### src/rtl/uart_fifo_core.sv
// rtl/uart_fifo_core.sv - UART core with TX and RX FIFOs, optional parity
// The TX path drains its FIFO back-to-back. The RX path samples at mid-bit and pushes only good frames.
module uart_fifo_core #(
  parameter int DATA_W       = 8,
  parameter int FIFO_DEPTH   = 4,
  parameter int CLKS_PER_BIT = 16,
  parameter int PARITY_EN    = 0,
  parameter int PARITY_ODD   = 0
) (
  input  logic              clk,
  input  logic              rst,
  input  logic              wr_en,
  input  logic [DATA_W-1:0] wr_data,
  output logic              tx_full,
  output logic              tx,
  input  logic              rx,
  input  logic              rd_en,
  output logic [DATA_W-1:0] rd_data,
  output logic              rx_empty,
  output logic              rx_err,
  output logic              rx_ovf
);

  localparam int AW = (FIFO_DEPTH > 1) ? $clog2(FIFO_DEPTH) : 1;
  localparam int CW = $clog2(CLKS_PER_BIT);
  localparam int BW = (DATA_W > 1) ? $clog2(DATA_W) : 1;
  localparam logic [CW-1:0] BIT_END  = CW'(CLKS_PER_BIT - 1);
  localparam logic [CW-1:0] HALF_BIT = CW'(CLKS_PER_BIT / 2 - 1);
  localparam logic [BW-1:0] LAST_BIT = BW'(DATA_W - 1);
  localparam logic [AW:0]   DEPTH    = (AW+1)'(FIFO_DEPTH);
  localparam logic          PAR_ON   = (PARITY_EN != 0);
  localparam logic          ODD      = (PARITY_ODD != 0);

  typedef enum logic [2:0] {S_IDLE, S_START, S_DATA, S_PARITY, S_STOP} state_t;

  // TX FIFO
  logic [DATA_W-1:0] r_txq [FIFO_DEPTH];
  logic [AW-1:0]     r_txq_wp, r_txq_rp;
  logic [AW:0]       r_txq_cnt;
  logic              w_txq_push, w_txq_pop, w_txq_empty;

  assign w_txq_empty = (r_txq_cnt == '0);
  assign tx_full     = (r_txq_cnt == DEPTH);
  assign w_txq_push  = wr_en & ~tx_full;

  always_ff @(posedge clk or negedge rst) begin
    if (!rst) begin
      r_txq_wp  <= '0;
      r_txq_rp  <= '0;
      r_txq_cnt <= '0;
    end else begin
      if (w_txq_push) r_txq_wp <= r_txq_wp + 1'b1;
      if (w_txq_pop)  r_txq_rp <= r_txq_rp + 1'b1;
      case ({w_txq_push, w_txq_pop})
        2'b10:   r_txq_cnt <= r_txq_cnt + 1'b1;
        2'b01:   r_txq_cnt <= r_txq_cnt - 1'b1;
        default: r_txq_cnt <= r_txq_cnt;
      endcase
    end
  end

  always_ff @(posedge clk) begin
    if (w_txq_push) r_txq[r_txq_wp] <= wr_data;
  end

  // TX FSM
  state_t            r_tx_state, w_tx_state_nxt;
  logic [CW-1:0]     r_tx_cnt, w_tx_cnt_nxt;
  logic [BW-1:0]     r_tx_bit, w_tx_bit_nxt;
  logic [DATA_W-1:0] r_tx_shift, w_tx_shift_nxt;
  logic              r_tx_par, w_tx_par_nxt;
  logic              r_tx, w_tx_nxt;
  logic              w_tx_bit_end;
  logic [DATA_W-1:0] w_txq_head;

  assign w_tx_bit_end = (r_tx_cnt == BIT_END);
  assign w_txq_head   = r_txq[r_txq_rp];
  assign tx           = r_tx;

  always_ff @(posedge clk or negedge rst) begin
    if (!rst) begin
      r_tx_state <= S_IDLE;
      r_tx_cnt   <= '0;
      r_tx_bit   <= '0;
      r_tx_shift <= '0;
      r_tx_par   <= 1'b0;
      r_tx       <= 1'b1;
    end else begin
      r_tx_state <= w_tx_state_nxt;
      r_tx_cnt   <= w_tx_cnt_nxt;
      r_tx_bit   <= w_tx_bit_nxt;
      r_tx_shift <= w_tx_shift_nxt;
      r_tx_par   <= w_tx_par_nxt;
      r_tx       <= w_tx_nxt;
    end
  end

  always_comb begin
    w_tx_state_nxt = r_tx_state;
    w_tx_cnt_nxt   = r_tx_cnt + 1'b1;
    w_tx_bit_nxt   = r_tx_bit;
    w_tx_shift_nxt = r_tx_shift;
    w_tx_par_nxt   = r_tx_par;
    w_tx_nxt       = r_tx;
    w_txq_pop      = 1'b0;
    case (r_tx_state)
      S_IDLE: begin
        w_tx_cnt_nxt = '0;
        w_tx_nxt     = 1'b1;
        if (!w_txq_empty) begin
          w_txq_pop      = 1'b1;
          w_tx_state_nxt = S_START;
          w_tx_shift_nxt = w_txq_head;
          w_tx_par_nxt   = (^w_txq_head) ^ ODD;
          w_tx_nxt       = 1'b0;
        end
      end
      S_START: begin
        if (w_tx_bit_end) begin
          w_tx_cnt_nxt   = '0;
          w_tx_bit_nxt   = '0;
          w_tx_state_nxt = S_DATA;
          w_tx_nxt       = r_tx_shift[0];
        end
      end
      S_DATA: begin
        if (w_tx_bit_end) begin
          w_tx_cnt_nxt = '0;
          if (r_tx_bit == LAST_BIT) begin
            w_tx_state_nxt = PAR_ON ? S_PARITY : S_STOP;
            w_tx_nxt       = PAR_ON ? r_tx_par : 1'b1;
          end else begin
            w_tx_bit_nxt   = r_tx_bit + 1'b1;
            w_tx_shift_nxt = r_tx_shift >> 1;
            w_tx_nxt       = r_tx_shift[1];
          end
        end
      end
      S_PARITY: begin
        if (w_tx_bit_end) begin
          w_tx_cnt_nxt   = '0;
          w_tx_state_nxt = S_STOP;
          w_tx_nxt       = 1'b1;
        end
      end
      S_STOP: begin
        if (w_tx_bit_end) begin
          w_tx_cnt_nxt = '0;
          // Chain straight into the next start bit so queued bytes leave without a gap
          if (!w_txq_empty) begin
            w_txq_pop      = 1'b1;
            w_tx_state_nxt = S_START;
            w_tx_shift_nxt = w_txq_head;
            w_tx_par_nxt   = (^w_txq_head) ^ ODD;
            w_tx_nxt       = 1'b0;
          end else begin
            w_tx_state_nxt = S_IDLE;
            w_tx_nxt       = 1'b1;
          end
        end
      end
      default: w_tx_state_nxt = S_IDLE;
    endcase
  end

  // RX synchronizer; r_rx_s3 holds the previous synchronized value for edge detection
  logic r_rx_s1, r_rx_s2, r_rx_s3;
  logic w_rx_fall;

  always_ff @(posedge clk or negedge rst) begin
    if (!rst) begin
      r_rx_s1 <= 1'b1;
      r_rx_s2 <= 1'b1;
      r_rx_s3 <= 1'b1;
    end else begin
      r_rx_s1 <= rx;
      r_rx_s2 <= r_rx_s1;
      r_rx_s3 <= r_rx_s2;
    end
  end

  assign w_rx_fall = r_rx_s3 & ~r_rx_s2;

  // RX FIFO
  logic [DATA_W-1:0] r_rxq [FIFO_DEPTH];
  logic [AW-1:0]     r_rxq_wp, r_rxq_rp;
  logic [AW:0]       r_rxq_cnt;
  logic              w_rxq_push, w_rxq_pop, w_rx_good;

  assign rx_empty   = (r_rxq_cnt == '0);
  assign rd_data    = rx_empty ? '0 : r_rxq[r_rxq_rp];
  assign w_rxq_pop  = rd_en & ~rx_empty;
  assign w_rxq_push = w_rx_good & ((r_rxq_cnt != DEPTH) | rd_en);

  always_ff @(posedge clk or negedge rst) begin
    if (!rst) begin
      r_rxq_wp  <= '0;
      r_rxq_rp  <= '0;
      r_rxq_cnt <= '0;
    end else begin
      if (w_rxq_push) r_rxq_wp <= r_rxq_wp + 1'b1;
      if (w_rxq_pop)  r_rxq_rp <= r_rxq_rp + 1'b1;
      case ({w_rxq_push, w_rxq_pop})
        2'b10:   r_rxq_cnt <= r_rxq_cnt + 1'b1;
        2'b01:   r_rxq_cnt <= r_rxq_cnt - 1'b1;
        default: r_rxq_cnt <= r_rxq_cnt;
      endcase
    end
  end

  always_ff @(posedge clk) begin
    if (w_rxq_push) r_rxq[r_rxq_wp] <= r_rx_shift;
  end

  // RX FSM
  state_t            r_rx_state, w_rx_state_nxt;
  logic [CW-1:0]     r_rx_cnt, w_rx_cnt_nxt;
  logic [BW-1:0]     r_rx_bit, w_rx_bit_nxt;
  logic [DATA_W-1:0] r_rx_shift, w_rx_shift_nxt;
  logic              r_rx_pbit, w_rx_pbit_nxt;
  logic              r_rx_err, w_rx_err_nxt;
  logic              r_rx_ovf;
  logic              w_rx_bit_end, w_rx_par_ok;

  assign w_rx_bit_end = (r_rx_cnt == BIT_END);
  assign w_rx_par_ok  = !PAR_ON || (((^r_rx_shift) ^ r_rx_pbit) == ODD);
  assign rx_err       = r_rx_err;
  assign rx_ovf       = r_rx_ovf;

  always_ff @(posedge clk or negedge rst) begin
    if (!rst) begin
      r_rx_state <= S_IDLE;
      r_rx_cnt   <= '0;
      r_rx_bit   <= '0;
      r_rx_shift <= '0;
      r_rx_pbit  <= 1'b0;
      r_rx_err   <= 1'b0;
      r_rx_ovf   <= 1'b0;
    end else begin
      r_rx_state <= w_rx_state_nxt;
      r_rx_cnt   <= w_rx_cnt_nxt;
      r_rx_bit   <= w_rx_bit_nxt;
      r_rx_shift <= w_rx_shift_nxt;
      r_rx_pbit  <= w_rx_pbit_nxt;
      r_rx_err   <= w_rx_err_nxt;
      r_rx_ovf   <= w_rx_good & ~w_rxq_push;
    end
  end

  always_comb begin
    w_rx_state_nxt = r_rx_state;
    w_rx_cnt_nxt   = r_rx_cnt + 1'b1;
    w_rx_bit_nxt   = r_rx_bit;
    w_rx_shift_nxt = r_rx_shift;
    w_rx_pbit_nxt  = r_rx_pbit;
    w_rx_err_nxt   = 1'b0;
    w_rx_good      = 1'b0;
    case (r_rx_state)
      S_IDLE: begin
        w_rx_cnt_nxt = '0;
        if (w_rx_fall) w_rx_state_nxt = S_START;
      end
      S_START: begin
        if (r_rx_cnt == HALF_BIT) begin
          w_rx_cnt_nxt   = '0;
          w_rx_bit_nxt   = '0;
          w_rx_state_nxt = r_rx_s2 ? S_IDLE : S_DATA;
        end
      end
      S_DATA: begin
        if (w_rx_bit_end) begin
          w_rx_cnt_nxt   = '0;
          w_rx_shift_nxt = {r_rx_s2, r_rx_shift[DATA_W-1:1]};
          if (r_rx_bit == LAST_BIT) w_rx_state_nxt = PAR_ON ? S_PARITY : S_STOP;
          else                      w_rx_bit_nxt   = r_rx_bit + 1'b1;
        end
      end
      S_PARITY: begin
        if (w_rx_bit_end) begin
          w_rx_cnt_nxt   = '0;
          w_rx_pbit_nxt  = r_rx_s2;
          w_rx_state_nxt = S_STOP;
        end
      end
      S_STOP: begin
        if (w_rx_bit_end) begin
          w_rx_cnt_nxt   = '0;
          w_rx_state_nxt = S_IDLE;
          if (r_rx_s2 && w_rx_par_ok) w_rx_good    = 1'b1;
          else                        w_rx_err_nxt = 1'b1;
        end
      end
      default: w_rx_state_nxt = S_IDLE;
    endcase
  end

endmodule

### config.mk
export PLATFORM = sky130hd
export DESIGN_NAME = uart_fifo_core
export DESIGN_NICKNAME = d
export VERILOG_FILES = /design/src/rtl/uart_fifo_core.sv
export SDC_FILE = /design/constraint.sdc
export NUM_CORES = 1
export LEC_CHECK = 0
export ABC_AREA = 1
export CAP_MARGIN = 10
export CORE_ASPECT_RATIO = 2
export CORE_MARGIN = 2
export CORE_UTILIZATION = 51
export DETAILED_ROUTE_END_ITERATION = 10
export HOLD_SLACK_MARGIN = 0.02
export PLACE_DENSITY = 0.69
export SYNTH_ARGS = -nofsm -noshare
export SYNTH_HDL_FRONTEND = slang
export SYNTH_SLANG_ARGS = --single-unit
### constraint.sdc
create_clock -name clk -period 6.7 [get_ports clk]
set_clock_uncertainty 0.15 [all_clocks]
set_input_delay 2.01 -clock clk [delete_from_list [all_inputs] [get_ports clk]]
set_output_delay 2.01 -clock clk [all_outputs]
set_load 0.01 [all_outputs]
; ---- Word-level counts from Yosys, hierarchy flattened
; Memory sizes are Yosys's and may differ from the RTL's.
; Index checks and enable logic that the tools add are counted.
[word_totals]
mem_bits_rw = 64
mem_count = 2
wordCells = 153
register_bits = 56
[classes]
mux = 57
n_eq_ne = 33
n_reduce_logical = 19
n_bitwise = 10
add_sub_neg = 12
[mem_list]
columns = name, depth, width, read_ports, rd_ports_with_merged_regs, wr, line_no
row1 = r_rxq, 4, 8, 1, 0, 1, 185  ; logic [DATA_W-1:0] r_rxq [FIFO_DEPTH];
row2 = r_txq, 4, 8, 1, 0, 1, 37  ; logic [DATA_W-1:0] r_txq [FIFO_DEPTH];
[op_table]
columns = operator, n
row1 = $mux W3, 18
row2 = $mux W8, 5
row3 = $pmux W3 S5, 2
row4 = $ne A2 B2 Y1 const B, 14
row5 = $pmux W3 S2, 4
row6 = $pmux W8 S3, 1
row7 = $mux W1, 19
row8 = $eq A3 B3 Y1 const B, 5
row9 = $add A3 B1 Y3 const B, 4
row10 = $eq A3 B2 Y1 const B, 4
row11 = $logic_not A3 Y1, 4
row12 = $mux W4, 3
row13 = $pmux W4 S3, 1
row14 = $reduce_and A4 Y1, 3
row15 = $reduce_and A6 Y1, 2
row16 = $add A2 B1 Y2 const B, 4
row17 = $add A4 B1 Y4 const B, 2
row18 = $eq A4 B4 Y1 const B, 2
row19 = $pmux W4 S2, 1
row20 = $reduce_bool A2 Y1, 4
row21 = $eq A3 B1 Y1 const B, 2
row22 = $sub A3 B1 Y3 const B, 2
row23 = $and A1 B1 Y1, 5
row24 = $pmux W1 S5, 1
row25 = 14 further kinds, 19

; ---- Depth between registers and ports, before layout
[depth]
ltp_word = 6
depth_mapped = 12

; ---- Least setup slack after synthesis
; Ideal clock, no wire load.
[synth_path]
path_type = input port to flip-flop
startpoint = in rd_en
endpoint = reg r_rxq_cnt[2]
path_stages = 9
t_arrival_ns = 3.237
slack_ns = 3.188
required_time_ns = 6.425
path_cell_list = inv_1 -> nand3_1 -> nand3_2 -> ha_1 -> inv_1 -> fa_1 -> a21oi_1 -> o21ai_0 -> xnor2_1
[synth_between]
elab_chain_len = 4
elab_cells_between_ends = 7
[synth_lines]
columns = item, line_no
row1 = from (decl), 17  ; input logic rd_en,
row2 = $or A1 B1 Y1, 193  ; assign w_rxq_push = w_rx_good & ((r_rxq_cnt != DEPTH) | rd_en);
row3 = $and A1 B1 Y1, 193
row4 = $eq A2 B1 Y1 / $eq A2 B2 Y1 (equally long branches), 203  ; case ({w_rxq_push, w_rxq_pop})
row5 = $pmux W3 S2 / $reduce_bool A2 Y1 (equally long branches), --
row6 = to (signal assigned), 204  ; 2'b10: r_rxq_cnt <= r_rxq_cnt + 1'b1;
row7 = to (signal assigned), 205  ; 2'b01: r_rxq_cnt <= r_rxq_cnt - 1'b1;
row8 = to (signal assigned), 206  ; default: r_rxq_cnt <= r_rxq_cnt;
row9 = to (decl), 187  ; logic [AW:0] r_rxq_cnt;
; Several ways; a longest one is shown, not always the timed one.
; A chain may end at the register's enable or synchronous reset.

; ---- Worst setup path after layout
[layout_path]
startpoint = reg r_rxq_rp[0]
endpoint = out rd_data[3]
[layout_between]
elab_chain_len = 2
[layout_lines]
columns = item, line_no
row1 = from (decl), 186  ; logic [AW-1:0] r_rxq_wp, r_rxq_rp;
row2 = from (signal assigned), 202  ; if (w_rxq_pop) r_rxq_rp <= r_rxq_rp + 1'b1;
row3 = $mem_v2 Z4 W8, --
row4 = $mux W8, 191  ; assign rd_data = rx_empty ? '0 : r_rxq[r_rxq_rp];
row5 = to (decl), 18  ; output logic [DATA_W-1:0] rd_data,
; Every way passes these cells.

==> key figures <==
Run status
  – Outcome: completed

Setup path
  – CP peak stage delay: 0.75 ns
  – WP data arrival: approximately 2.3 ns
  – Startpoint Class: flip-flop
  – Crit Path Category: flip-flop to output pin
  – Setup crit end kind: output pin
  – Worst Path Required: 4.54 ns
  – Crit path max-delay cell type: dfrtp_1
  – Family with the most delay on the worst path: flip-flops
  – CP cell instances: inv_2, o21ai_0, a21oi_1, clkdlybuf4s50_1
  – Critical path peak fanout: 19
  – CP Buf/Inv Count: 2

Clocking
  – Cts hold-fix bufs: 0
  – Htree depth: 4
  – Clk_lat worst skew: 0.41 ns
  – TritonCTS buffer count: 17
  – CTS root buf: clkbuf_16
  – Clock Pin Slew Worst Setup and Hold Paths: around 0.05 ns
  – CTS Buffer Depth: 2
  – Post-CTS setup repair buffer count: 0
  – Clk sinks: 120
  – Resize count post-CTS: 0
  – TritonCTS clock tree: yes

Pwr
  – Peak supply drop: 0.216 mV
  – Pleak: 2.89 nW
  – Cell area power density: 366 mW/mm²

Synth
  – Post-synth top cells: nand2_1 (122), edfxtp_1 (64), nor2_1 (61)
  – Synth Net Count: 552
  – #FFs+latches synth: 120
  – Register area share after synthesis: 0.615
  – Yosys cell types: 37
  – Post-synth EDFFs: 64
  – Syn_area_per_cell: 10.4 µm²
  – Synth area leader: edfxtp_1
  – Top cells by area, synth: edfxtp_1 (36%), dfrtp_1 (24%), nand2_1 (8.5%)
  – Top-area cell type share of the netlist area: 0.355
  – Synth Instances: roughly 520
  – Synthesized cell area: 0.00541 mm²
  – Synth Flop Type: edfxtp_1
  – Synth async-reset ratio: 0.467
  – Synth Warn #: 0
  – Top-count cell post-synth: nand2_1

Min path
  – Hold crit path type: flip-flop to flip-flop

Placement
  – DP Wirelength: ~7 mm
  – Pre-CTS WS: roughly 2.6 ns
  – I/O Buffers: 25
  – Post-DP Area: 0.00577 mm²
  – GPL Wtd Cong: 0.748

Layout
  – Area Overhead vs Synth: 18.2%
  – Fill cell count: 877
  – Layout cells sized above 1: 0.120
  – Fin util: 0.614
  – Final instance area: roughly 0.0064 mm²
  – Final nets: 586
  – Number of diodes: 0

Timing
  – Final min period: between 4 and 5 ns
  – Relative slew slack: 0.445
  – RSZ-0062 raised after global routing: false
  – Fin Setup TNS: 0 ns
  – Tcrit/Tclk final: 0.663
  – Slew Limit Fails: 0
  – Final hold viol count: 0
  – # setup viols final: 0
  – Final worst slack: 2.26 ns
  – Max Freq: 225 MHz
  – Worst Tran Pin Value: roughly 0.83 ns

Die
  – FP Rows: 53
  – Top-level I/O count: 26
  – Initial Util: 0.519
  – Die height: approximately 150 µm
  – Core area: 0.0104 mm²
  – Die width: 76.8 µm
  – Die outline area: 0.0115 mm²

Drt
  – Via density: 4.96
  – DRC viols: 0
  – Pre-antenna DRT Iters: 4
  – Total Routed Length: 9.46 mm
  – Routed Antenna Nets: 0
  – Drt wl/cell: 13.4 µm
  – Via count: 3499
  – Number of DRC markers in iteration 0: 124

GRT
  – Largest net degree at the start of global routing: 57
  – Total Routing Usage GR: 0.180
  – Vias in the first global route: between 3k and 4k
  – Initial antenna violation count: 0
  – Total gr overflow: 0
  – First-pass GRT wire length: 15.9 mm

Job
  – Maxcap violations: 0
## sequential cells by signal, indices dropped and copies added (netlist names)
register	cells
r_rx_bit	3
r_rx_cnt	4
r_rx_s1	1
r_rx_s2	1
r_rx_s3	1
r_rx_shift	8
r_rx_state	3
r_rxq	32
r_rxq_cnt	3
r_rxq_rp	2
r_rxq_wp	2
r_tx_bit	3
r_tx_cnt	4
r_tx_shift	8
r_tx_state	3
r_txq	32
r_txq_cnt	3
r_txq_rp	2
r_txq_wp	2
rx_err	1
rx_ovf	1
tx	1
## layout by cell type (no fill, tap or decap), types with 8 or more instances in the layout
cell type,netlist,final
o21ai_0,30,30
a21oi_1,16,16
nand3_1,38,38
nand2_1,122,122
nand2_2,10,10
clkbuf_16,0,17
ha_1,16,16
xor2_1,8,8
inv_1,45,45
clkdlybuf4s50_1,0,24
dfrtp_1,52,52
nor2_1,61,61
edfxtp_1,64,64
## layout make-up
class,instances,area [µm²],area share
Tap cell,137,171,0.0268
Inverter,51,206,0.0323
Clock inverter,7,116,0.0182
Clock buffer,25,505,0.0791
Sequential cell,120,3330,0.521
Multi-Input combinational cell,339,1810,0.283
Timing Repair Buffer,26,253,0.0396
## layer usage
metal,routed length (µm),share of wire,up-vias,GRT usage
li1,-,-,1777,-
met1,3270,0.35,1669,0.158
met2,5810,0.61,44,0.371
met3,227,0.024,9,0.0404
met4,154,0.016,0,0.0827
met5,0,0,-,0
## final timing paths
kind,cells after the start,to,slack [ns],from
min in group asynchronous,2,r_txq_cnt[0]$_DFFE_PN0P_,1.57,rst
worst max register to register,12,r_rxq_cnt[2]$_DFFE_PN0P_,4.15,r_rx_cnt[0]$_DFF_PN0_
worst max-delay path,4,rd_data[3],2.26,r_rxq_rp[0]$_DFFE_PN0P_
max in group asynchronous,2,r_rx_bit[0]$_DFFE_PN0P_,4.35,rst
worst min register to register,0,r_rx_s2$_DFF_PN1_,0.21,r_rx_s1$_DFF_PN1_
worst min-delay path,0,r_rx_s2$_DFF_PN1_,0.21,r_rx_s1$_DFF_PN1_
## stage by stage
step	cells	power (mW)	hold slack, ns
floorplan	521	1.25	0.195
global placement	673	1.41	0.197
detailed placement	673	1.43	0.206
CTS	705	2.36	0.214
global route	705	2.46	0.220
finish	705	2.34	0.214
## report_power, final
| group | switching, mW | internal, mW |
|---|---|---|
| clock | 0.298 | 0.633 |
| combinational | 0.269 | 0.198 |
| sequential | 0.0754 | 0.866 |
| total | 0.643 | 1.70 |
## kinds of logic after synthesis
kind of cell	share of synthesized area
simple gates	0.221
compound gates	0.0495
fa+ha+maj	0.0444
xor+xnor	0.0194
flops	0.615
buf+inv	0.0500
No activity file was read; power rests on OpenSTA's default activity.
